$ cat config.mk
export PLATFORM = sky130hd
export DESIGN_NAME = core_dispatch_scheduler_flat
export DESIGN_NICKNAME = d
export VERILOG_FILES = /design/src/rtl/core_dispatch_scheduler_if.sv /design/src/rtl/core_dispatch_scheduler.sv /design/src/flat_wrapper.sv
export SDC_FILE = /design/constraint.sdc
export NUM_CORES = 1
export LEC_CHECK = 0
export ABC_CLOCK_PERIOD_IN_PS = 2200
export CAP_MARGIN = 30
export CORE_UTILIZATION = 49
export CTS_BUF_LIST = sky130_fd_sc_hd__clkbuf_16
export DETAILED_ROUTE_END_ITERATION = 10
export GPL_TIMING_DRIVEN = 0
export PLACE_DENSITY_LB_ADDON = 0.25
export SETUP_SLACK_MARGIN = 0.1
export SYNTH_ARGS = -nofsm -noshare
export SYNTH_HDL_FRONTEND = slang
export SYNTH_SLANG_ARGS = --single-unit
$ cat constraint.sdc
create_clock -name clk -period 2.2 [get_ports clk]
set_input_delay 0.33 -clock clk [delete_from_list [all_inputs] [get_ports clk]]
set_output_delay 0.33 -clock clk [all_outputs]
set_load 0.1 [all_outputs]
$ cat src/rtl/core_dispatch_scheduler_if.sv
// core_dispatch_scheduler_if: host/core handshake bundle for the dispatch scheduler.
interface core_dispatch_scheduler_if #(parameter int CORE_NUM = 4);
  logic                start;
  logic [CORE_NUM-1:0] core_en;
  logic [CORE_NUM-1:0] core_done;
  logic                clear_interrupt;
  logic [CORE_NUM-1:0] core_start;
  logic                busy;
  logic                interrupt;
  logic [CORE_NUM-1:0] done_mask;
  logic                timeout;
  modport master (output start, core_en, core_done, clear_interrupt,
                  input  core_start, busy, interrupt, done_mask, timeout);
  modport slave  (input  start, core_en, core_done, clear_interrupt,
                  output core_start, busy, interrupt, done_mask, timeout);
endinterface

$ cat src/rtl/core_dispatch_scheduler.sv
// core_dispatch_scheduler: launches enabled cores one slot per cycle, waits for completion, raises interrupt.
// Optional watchdog abort enabled by defining SCHED_WATCHDOG_EN.
module core_dispatch_scheduler #(
  parameter int CORE_NUM = 4,
  parameter int TIMEOUT  = 1024
) (
  input logic clk,
  input logic reset,
  core_dispatch_scheduler_if.slave bus
);
  localparam int SW = CORE_NUM > 1 ? $clog2(CORE_NUM) : 1;
  typedef enum logic [1:0] {IDLE, DISPATCH, WAIT, DONE} state_t;
  state_t              r_state, w_next;
  logic [CORE_NUM-1:0] r_active, r_done_mask, w_one, w_launched, w_done_acc;
  logic [SW-1:0]       r_slot;
  logic                r_interrupt, r_timeout;
  logic                w_last, w_all_done, w_complete, w_wd_hit, w_run;
  assign w_one      = CORE_NUM'(1) << r_slot;
  assign w_last     = r_slot == SW'(CORE_NUM - 1);
  assign w_run      = r_state == DISPATCH || r_state == WAIT;
  assign w_all_done = (r_done_mask & r_active) == r_active;
  assign w_complete = w_all_done && (r_state == WAIT || (r_state == DISPATCH && w_last));
  // a core counts as launched once its slot has passed, so only earlier slots accept done
  assign w_launched = r_state == WAIT ? {CORE_NUM{1'b1}} :
                      r_state == DISPATCH ? w_one - CORE_NUM'(1) : {CORE_NUM{1'b0}};
  assign w_done_acc = bus.core_done & r_active & w_launched;
`ifdef SCHED_WATCHDOG_EN
  logic [15:0] r_wdog;
  assign w_wd_hit = w_run && r_wdog == 16'(TIMEOUT - 1);
  always_ff @(posedge clk or posedge reset)
    if (reset) r_wdog <= '0;
    else       r_wdog <= w_run ? r_wdog + 16'd1 : 16'd0;
`else
  assign w_wd_hit = 1'b0;
`endif
  always_comb begin
    w_next = r_state;
    case (r_state)
      IDLE:     w_next = !bus.start ? IDLE : bus.core_en == '0 ? DONE : DISPATCH;
      DISPATCH: w_next = w_complete || w_wd_hit ? DONE : w_last ? WAIT : DISPATCH;
      WAIT:     w_next = w_complete || w_wd_hit ? DONE : WAIT;
      default:  w_next = IDLE;
    endcase
  end
  always_ff @(posedge clk or posedge reset) begin
    if (reset) begin
      r_state     <= IDLE;
      r_active    <= '0;
      r_done_mask <= '0;
      r_slot      <= '0;
      r_interrupt <= 1'b0;
      r_timeout   <= 1'b0;
    end else begin
      r_state     <= w_next;
      r_interrupt <= r_state == DONE || (r_interrupt && !bus.clear_interrupt);
      if (r_state == IDLE && bus.start) begin
        r_active    <= bus.core_en;
        r_done_mask <= '0;
        r_timeout   <= 1'b0;
        r_slot      <= '0;
      end else begin
        r_done_mask <= r_done_mask | w_done_acc;
        if (r_state == DISPATCH && !w_last) r_slot <= r_slot + SW'(1);
        if (w_wd_hit && !w_complete) r_timeout <= 1'b1;
      end
    end
  end
  assign bus.core_start = r_state == DISPATCH ? w_one & r_active : '0;
  assign bus.busy       = r_state != IDLE;
  assign bus.interrupt  = r_interrupt;
  assign bus.done_mask  = r_done_mask;
  assign bus.timeout    = r_timeout;
endmodule

$ cat src/flat_wrapper.sv
// flat-port wrapper written by rule: the top's interface ports become plain ports
module core_dispatch_scheduler_flat 
#(
  parameter int CORE_NUM = 4,
  parameter int TIMEOUT  = 1024
)
  (clk, reset, bus_start, bus_core_en, bus_core_done, bus_clear_interrupt, bus_core_start, bus_busy, bus_interrupt, bus_done_mask, bus_timeout);
  core_dispatch_scheduler_if #(.CORE_NUM(CORE_NUM)) bus_i ();
  input logic clk;
  input logic reset;
  input wire logic [$bits(bus_i.start)-1:0] bus_start;
  input wire logic [$bits(bus_i.core_en)-1:0] bus_core_en;
  input wire logic [$bits(bus_i.core_done)-1:0] bus_core_done;
  input wire logic [$bits(bus_i.clear_interrupt)-1:0] bus_clear_interrupt;
  output wire logic [$bits(bus_i.core_start)-1:0] bus_core_start;
  output wire logic [$bits(bus_i.busy)-1:0] bus_busy;
  output wire logic [$bits(bus_i.interrupt)-1:0] bus_interrupt;
  output wire logic [$bits(bus_i.done_mask)-1:0] bus_done_mask;
  output wire logic [$bits(bus_i.timeout)-1:0] bus_timeout;
  assign bus_i.start = bus_start;
  assign bus_i.core_en = bus_core_en;
  assign bus_i.core_done = bus_core_done;
  assign bus_i.clear_interrupt = bus_clear_interrupt;
  assign bus_core_start = bus_i.core_start;
  assign bus_busy = bus_i.busy;
  assign bus_interrupt = bus_i.interrupt;
  assign bus_done_mask = bus_i.done_mask;
  assign bus_timeout = bus_i.timeout;
  core_dispatch_scheduler #(.CORE_NUM(CORE_NUM), .TIMEOUT(TIMEOUT)) u_core (.clk(clk), .reset(reset), .bus(bus_i));
endmodule
# Word-level counts from Yosys, hierarchy flattened
# Cells that the tools add are included.
[totals]
mem_bits_rw = 0
latchBits = 0
elab_cells = 43
regBits = 13
memories = 0
in_bits = 12
rom_bits = 0
out_inout_bits = 11
[op_classes]
div = 0
order_cmp = 0
bitwise_logic = 5
shift = 1
n_mux = 12
n_eq_ne = 5
multipliers = 0
n_reduce_logical = 13
add_sub_neg = 2
[op_table]
columns = ["op", "n"]
rows = [
  ["4-bit bitwise AND", 4],
  ["4-bit 2-to-1 mux", 4],
  ["2-bit 2-to-1 mux", 6],
  ["2-bit == test (second input constant)", 3],
  ["2-bit one-hot mux with 3 select lines", 1],
  ["1-bit logical AND", 5],
  ["4-bit == test", 1],
  ["4-bit zero test", 1],
  ["4-bit bitwise OR", 1],
  ["2-bit nonzero test", 2],
  ["1-bit by 2-bit left shift with 4-bit output (first input constant)", 1],
  ["4-bit by 1-bit subtractor with 4-bit output (second input constant)", 1],
  ["2-bit by 1-bit adder with 2-bit output (second input constant)", 1],
  ["2-bit by 1-bit == test with 1-bit output (second input constant)", 1],
  ["1-bit zero test", 2],
  ["2-bit zero test", 1],
  ["1-bit logical OR", 2],
  ["1-bit 2-to-1 mux", 1],
]

# Depth between registers and ports, before layout
[logic_depth]
depth_word = 7
mapped_depth = 5
ltp_nobuf = 5

# Worst setup path after synthesis
# No wires, ideal clock.
[synth_timing]
kind = "register to output"
start = "register u_core.r_slot[0]"
end = "output bus_core_start[3]"
arrival_ps = 2029
n_path_buf = 0
stages_incl_launch_ff = 4
path_slack_ps = -159
t_required_ps = 1870
path_cell_list = "dfrtp_1 > ha_1 > nand2b_4 > nor2_1"
[synth_between]
elab_chain_cells = 3
[synth_rtl]
columns = ["element", "line", "text"]
rows = [
  ["start: declaration", "core_dispatch_scheduler.sv:15", "logic [SW-1:0] r_slot;"],
  ["start signal: assignment", "core_dispatch_scheduler.sv:63", "if (r_state == DISPATCH && !w_last) r_slot <= r_slot + SW'(1);"],
  ["1-bit by 2-bit left shift with 4-bit output", "core_dispatch_scheduler.sv:18", "assign w_one = CORE_NUM'(1) << r_slot;"],
  ["4-bit bitwise AND", "core_dispatch_scheduler.sv:68", "assign bus.core_start = r_state == DISPATCH ? w_one & r_active : '0;"],
  ["4-bit 2-to-1 mux", "core_dispatch_scheduler.sv:68", ""],
  ["end: declaration", "flat_wrapper.sv:15", "output wire logic [$bits(bus_i.core_start)-1:0] bus_core_start;"],
]
# Every way passes these cells.

# Final worst setup path
[layout_timing]
start = "register u_core.r_state[1]"
end = "output bus_busy"
[layout_between]
elab_chain_cells = 1
[layout_rtl]
columns = ["element", "line", "text"]
rows = [
  ["start: declaration", "core_dispatch_scheduler.sv:13", "state_t r_state, w_next;"],
  ["start signal: assignment", "core_dispatch_scheduler.sv:54", "r_state <= w_next;"],
  ["2-bit nonzero test", "core_dispatch_scheduler.sv:69", "assign bus.busy = r_state != IDLE;"],
  ["end: declaration", "flat_wrapper.sv:16", "output wire logic [$bits(bus_i.busy)-1:0] bus_busy;"],
]
# Every way passes these cells.

==> impl_metrics.csv <==
group,metric,value,unit
cts,htree_levels,1,
sta,max_freq,0.486,GHz
setup_path,r2r_cells,4,
cts,postCtsSetupBuffers,0,
cts,cts_tree,"yes",
route,num_vias,699,
route,first_iter_violations,14,
logic_synthesis,synth_cell_types,27,
logic_synthesis,synth_area_leaders,"dfrtp_1 41%, mux2_4 7.6%, ha_1 6.4%",
cts,clock_tree.buffer_depth,2,
logic_synthesis,syn-num-nets,94,
sta,setup_violations,0,
outcome,outcome,"finished, final reports clean",
sta,post-route-min-period,2060,ps
sta,relSlewSlack,35.0,%
cts,cts.sinks,13,
grt,grt_max_degree,14,
setup_path,crit_fanout,10,
grt,met3_usage,4.31,%
floorplanning,dieArea,1770,µm²
placement,dp_slack,-221,ps
layout,nets,120,
grt,grt_use_met1,28.5,%
setup_path,cp_cell_sequence,"buf_6 -> nor2_4 -> inv_1 -> dlygate4sd2_1",
placement,hpwl,1310,µm
layout,fin_cells,119,
floorplanning,rows,14,
grt,grt_first_pass_wirelength,3190,µm
route,wirelength,1920,µm
grt,grt.met2_usage,44.7,%
grt,grt_usage,25.2,%
logic_synthesis,syn-mean-instance-area,10.1,µm²
logic_synthesis,ys_seq_elements,13,
grt,grt.overflow.total,0,
hold_path,holdCritPathClass,"input pin to async pin",
route,drt-wirelength-per-cell,16.1,µm
layout,fill_cells,115,
layout,drive_above_1_share,17.5,%
logic_synthesis,synth_simple_gate_area_share,16.9,%
logic_synthesis,ys_seq_area_share,41.4,%
layout,antennaDiodeCount,0,
grt,antenna_found_initial,0,
sta,max_slew.worst_pin.slew,973,ps
route,drc,0,
logic_synthesis,synth_top_area_cell,"dfrtp_1",
route,dr.pass1.iters,4,
flow_run,max_cap_violations,0,
grt,top_usage_layer,"met2",
cts,numCtsBuffers,3,
setup_path,slowest_stage,"dlygate4sd2_1",
sta,grt_setup_unrepaired,"false",
logic_synthesis,synth_xor_area_share,1.11,%
sta,min_period_over_period,93.5,%
cts,path_clk_slew,40,ps
setup_path,end_kind,"output port",
placement,dp.cells,115,
logic_synthesis,netlist.area_leader.share,41.4,%
layout,area_growth,38.9,%
floorplanning,start_util,52.2,%
setup_path,required,1870,ps
setup_path,cp.arrival,1730,ps
sta,finClkSkew,3.27,ps
cts,root_buffer,"clkbuf_16",
logic_synthesis,muxShareOfSynthArea,7.64,%
logic_synthesis,netlist_area,786,µm²
layout,final_common_cell,"dfrtp_1",
placement,gp_congestion,0.779,
floorplanning,pin_count,23,
logic_synthesis,ys.warnings.count,0,
route,vias_per_cell,5.87,
cts,clk_latency,240,ps
setup_path,critPathMaxStageDelay,860,ps
setup_path,start_kind,"flop",
sta,worst_slack,142,ps
floorplanning,dieHeight,42.0,µm
cts,postCtsHoldBufs,0,
logic_synthesis,synth_compound_area_share,18.5,%
floorplanning,core,1510,µm²
layout,layout_common_cells,"13 x dfrtp_1, 12 x clkdlybuf4s50_1, 10 x inv_1",
floorplanning,die_w,42.0,µm
route,ant_nets,0,
logic_synthesis,synth_top_family_by_area,"compound AO/OA/AOI/OAI gates",
sta,report.final.slew_viol_count,0,
setup_path,path_class,"flop to output port",
sta,final-hold-violation-count,0,
logic_synthesis,synthAdderAreaFrac,6.37,%
grt,grt_pass1_vias,719,
logic_synthesis,syn-instance-count,78,
placement,io_buffers,21,
[worst paths after layout]
check	startpoint	endpoint	slack, ps
max reg2reg	u_core.r_slot[0]	u_core.bus.done_mask[2]	890
min reg2reg	u_core.bus.done_mask[1]	u_core.bus.done_mask[1]	520
max in group asynchronous	reset	u_core.r_active[1]	1440
min in group clk	u_core.bus.done_mask[1]	u_core.bus.done_mask[1]	520
min	reset	u_core.bus.interrupt	420
max	u_core.r_state[1]	bus_busy	140
[layout make-up]
type / count / area [µm²] / area share, %
Clock inverter: 1 / 3.75 / 0.344
Timing Repair Buffer: 21 / 204 / 18.7
Clock buffer: 3 / 75.1 / 6.88
Tap cell: 16 / 20.0 / 1.83
Buffer: 3 / 26.3 / 2.41
Sequential cell: 13 / 325 / 29.8
Inverter: 9 / 33.8 / 3.10
Multi-Input combinational cell: 53 / 403 / 36.9
[synth_stat cells (all sizes together)]
library cell,count
nor2,3
dfrtp,13
and2b,1
mux2,4
xnor2,1
a211oi,1
nand2,5
buf,3
nor2b,1
a41oi,2
nor3,2
and3,3
a22oi,1
o2bb2ai,4
a22o,1
ha,4
a31oi,3
conb,1
nand2b,5
nor4,1
o21ai,6
inv,9
a21oi,4
[worst max-delay path, delay by kind of cell, from the launching register on]
family / cells / cell delay, ps
buf+inv: 3 / 1100
flops: 1 / 330
simple gates: 1 / 50
[sequential cells by signal, indices dropped and copies added (netlist names)]
register,flops
u_core.bus.done_mask,4
u_core.r_slot,2
u_core.r_active,4
u_core.r_state,2
u_core.bus.interrupt,1
[cells by family (layout without fill, tap and decap cells)]
family | Yosys count | count (layout)
fa+ha+maj | 4 | 4
other cells | 1 | 1
simple gates | 21 | 21
compound gates | 22 | 22
flops | 13 | 13
buf+inv | 12 | 37
mux | 4 | 4
xor+xnor | 1 | 1
[per-stage QoR]
stage / hold slack (ps) / cell area, µm² / utilization [%] / TNS (ps)
2_1_floorplan: 207 / 788 / - / 0
3_3_place_gp: 489 / 1020 / 67.6 / -545
3_5_place_dp: 524 / 1020 / 67.6 / -644
4_1_cts: 433 / 1100 / 72.9 / 0
5_1_grt: 493 / 1090 / 72.4 / 0
6_report: 418 / 1090 / 72.4 / 0
[repair_timing]
action,in CTS,in global routing
setup endpoints to repair,7,4
hold endpoints to repair,0,0
gates resized for setup,15,6
[layer usage]
metal	wire (µm)	vias to the layer above
met4	42	0
li1	-	323
met2	1000	29
met3	89	6
met1	781	341
met5	0	-
Power of run 1 is not shown: default switching activity piles up to over one toggle a cycle in this logic, so the estimate is an artifact.
==> RTL edit (same settings) <==
`CORE_NUM` is set to 4 in 3 places; all go to 2.
--- a/src/rtl/core_dispatch_scheduler_if.sv
+++ b/src/rtl/core_dispatch_scheduler_if.sv
@@ -1,5 +1,5 @@
 // core_dispatch_scheduler_if: host/core handshake bundle for the dispatch scheduler.
-interface core_dispatch_scheduler_if #(parameter int CORE_NUM = 4);
+interface core_dispatch_scheduler_if #(parameter int CORE_NUM = 2);
   logic                start;
   logic [CORE_NUM-1:0] core_en;
   logic [CORE_NUM-1:0] core_done;
--- a/src/rtl/core_dispatch_scheduler.sv
+++ b/src/rtl/core_dispatch_scheduler.sv
@@ -1,7 +1,7 @@
 // core_dispatch_scheduler: launches enabled cores one slot per cycle, waits for completion, raises interrupt.
 // Optional watchdog abort enabled by defining SCHED_WATCHDOG_EN.
 module core_dispatch_scheduler #(
-  parameter int CORE_NUM = 4,
+  parameter int CORE_NUM = 2,
   parameter int TIMEOUT  = 1024
 ) (
   input logic clk,
--- a/src/flat_wrapper.sv
+++ b/src/flat_wrapper.sv
@@ -1,7 +1,7 @@
 // flat-port wrapper written by rule: the top's interface ports become plain ports
 module core_dispatch_scheduler_flat 
 #(
-  parameter int CORE_NUM = 4,
+  parameter int CORE_NUM = 2,
   parameter int TIMEOUT  = 1024
 )
   (clk, reset, bus_start, bus_core_en, bus_core_done, bus_clear_interrupt, bus_core_start, bus_busy, bus_interrupt, bus_done_mask, bus_timeout);
Interface: changed (resized bus_core_done, bus_core_en, bus_core_start and bus_done_mask); port bits go from 23 to 15. No check against the original RTL was run, so the function may have changed too.
==> RTL edit against the original RTL <==
The run now fails in power grid generation. Synthesized area is 46% lower.
==> RTL edit: results (changes against the original RTL) <==
===========================================================================
Synth top cells by count                                       8 x dfrtp_1, 6 x inv_1, 5 x o21ai_0, 4 x nand2_1
Average instance area after synthesis                              10.0 µm²   -0.34%
FF+latch count, synth                                                     8   -5
Warning count from the yosys run                                          0   unchanged
Stop err                                                       [ERROR PDN-0185] Insufficient width (28.52 um) to add straps on layer met4 in grid "grid" with total strap width 15.2 um and offset 13.6 um.
Number of nets produced by synthesis                                     50   -47%
Result of the run                                              aborted with a tool error
Fraction of synthesized cell area in xor and xnor cells                   0   -0.0111
Mapped Area                                                         422 µm²   -46%
Share of synthesized area occupied by flip-flops and latches          0.475   +0.0608
Halt Stage                                                     power grid generation
Synth area leaders                                             dfrtp_1 47%, mux2_4 7.1%, o21ai_0 5.9%, inv_1 5.3%, nand2_1 3.6%
Share of cell area taken by muxes after synthesis                    0.0712   -0.00522
Asr flop ratio synth                                                   1.00   unchanged
Synth Area in Compound Gates                                          0.184   -0.000737
Synth Area in Adders                                                      0   -0.0637
Number of library cell types mapped by synthesis                         21   -22%
===========================================================================
==> RTL edit: cell families after synthesis <==
kind of cell | Yosys count
other cells | 1
compound gates | 12
mux | 2
buf+inv | 8
simple gates | 11
flops | 8
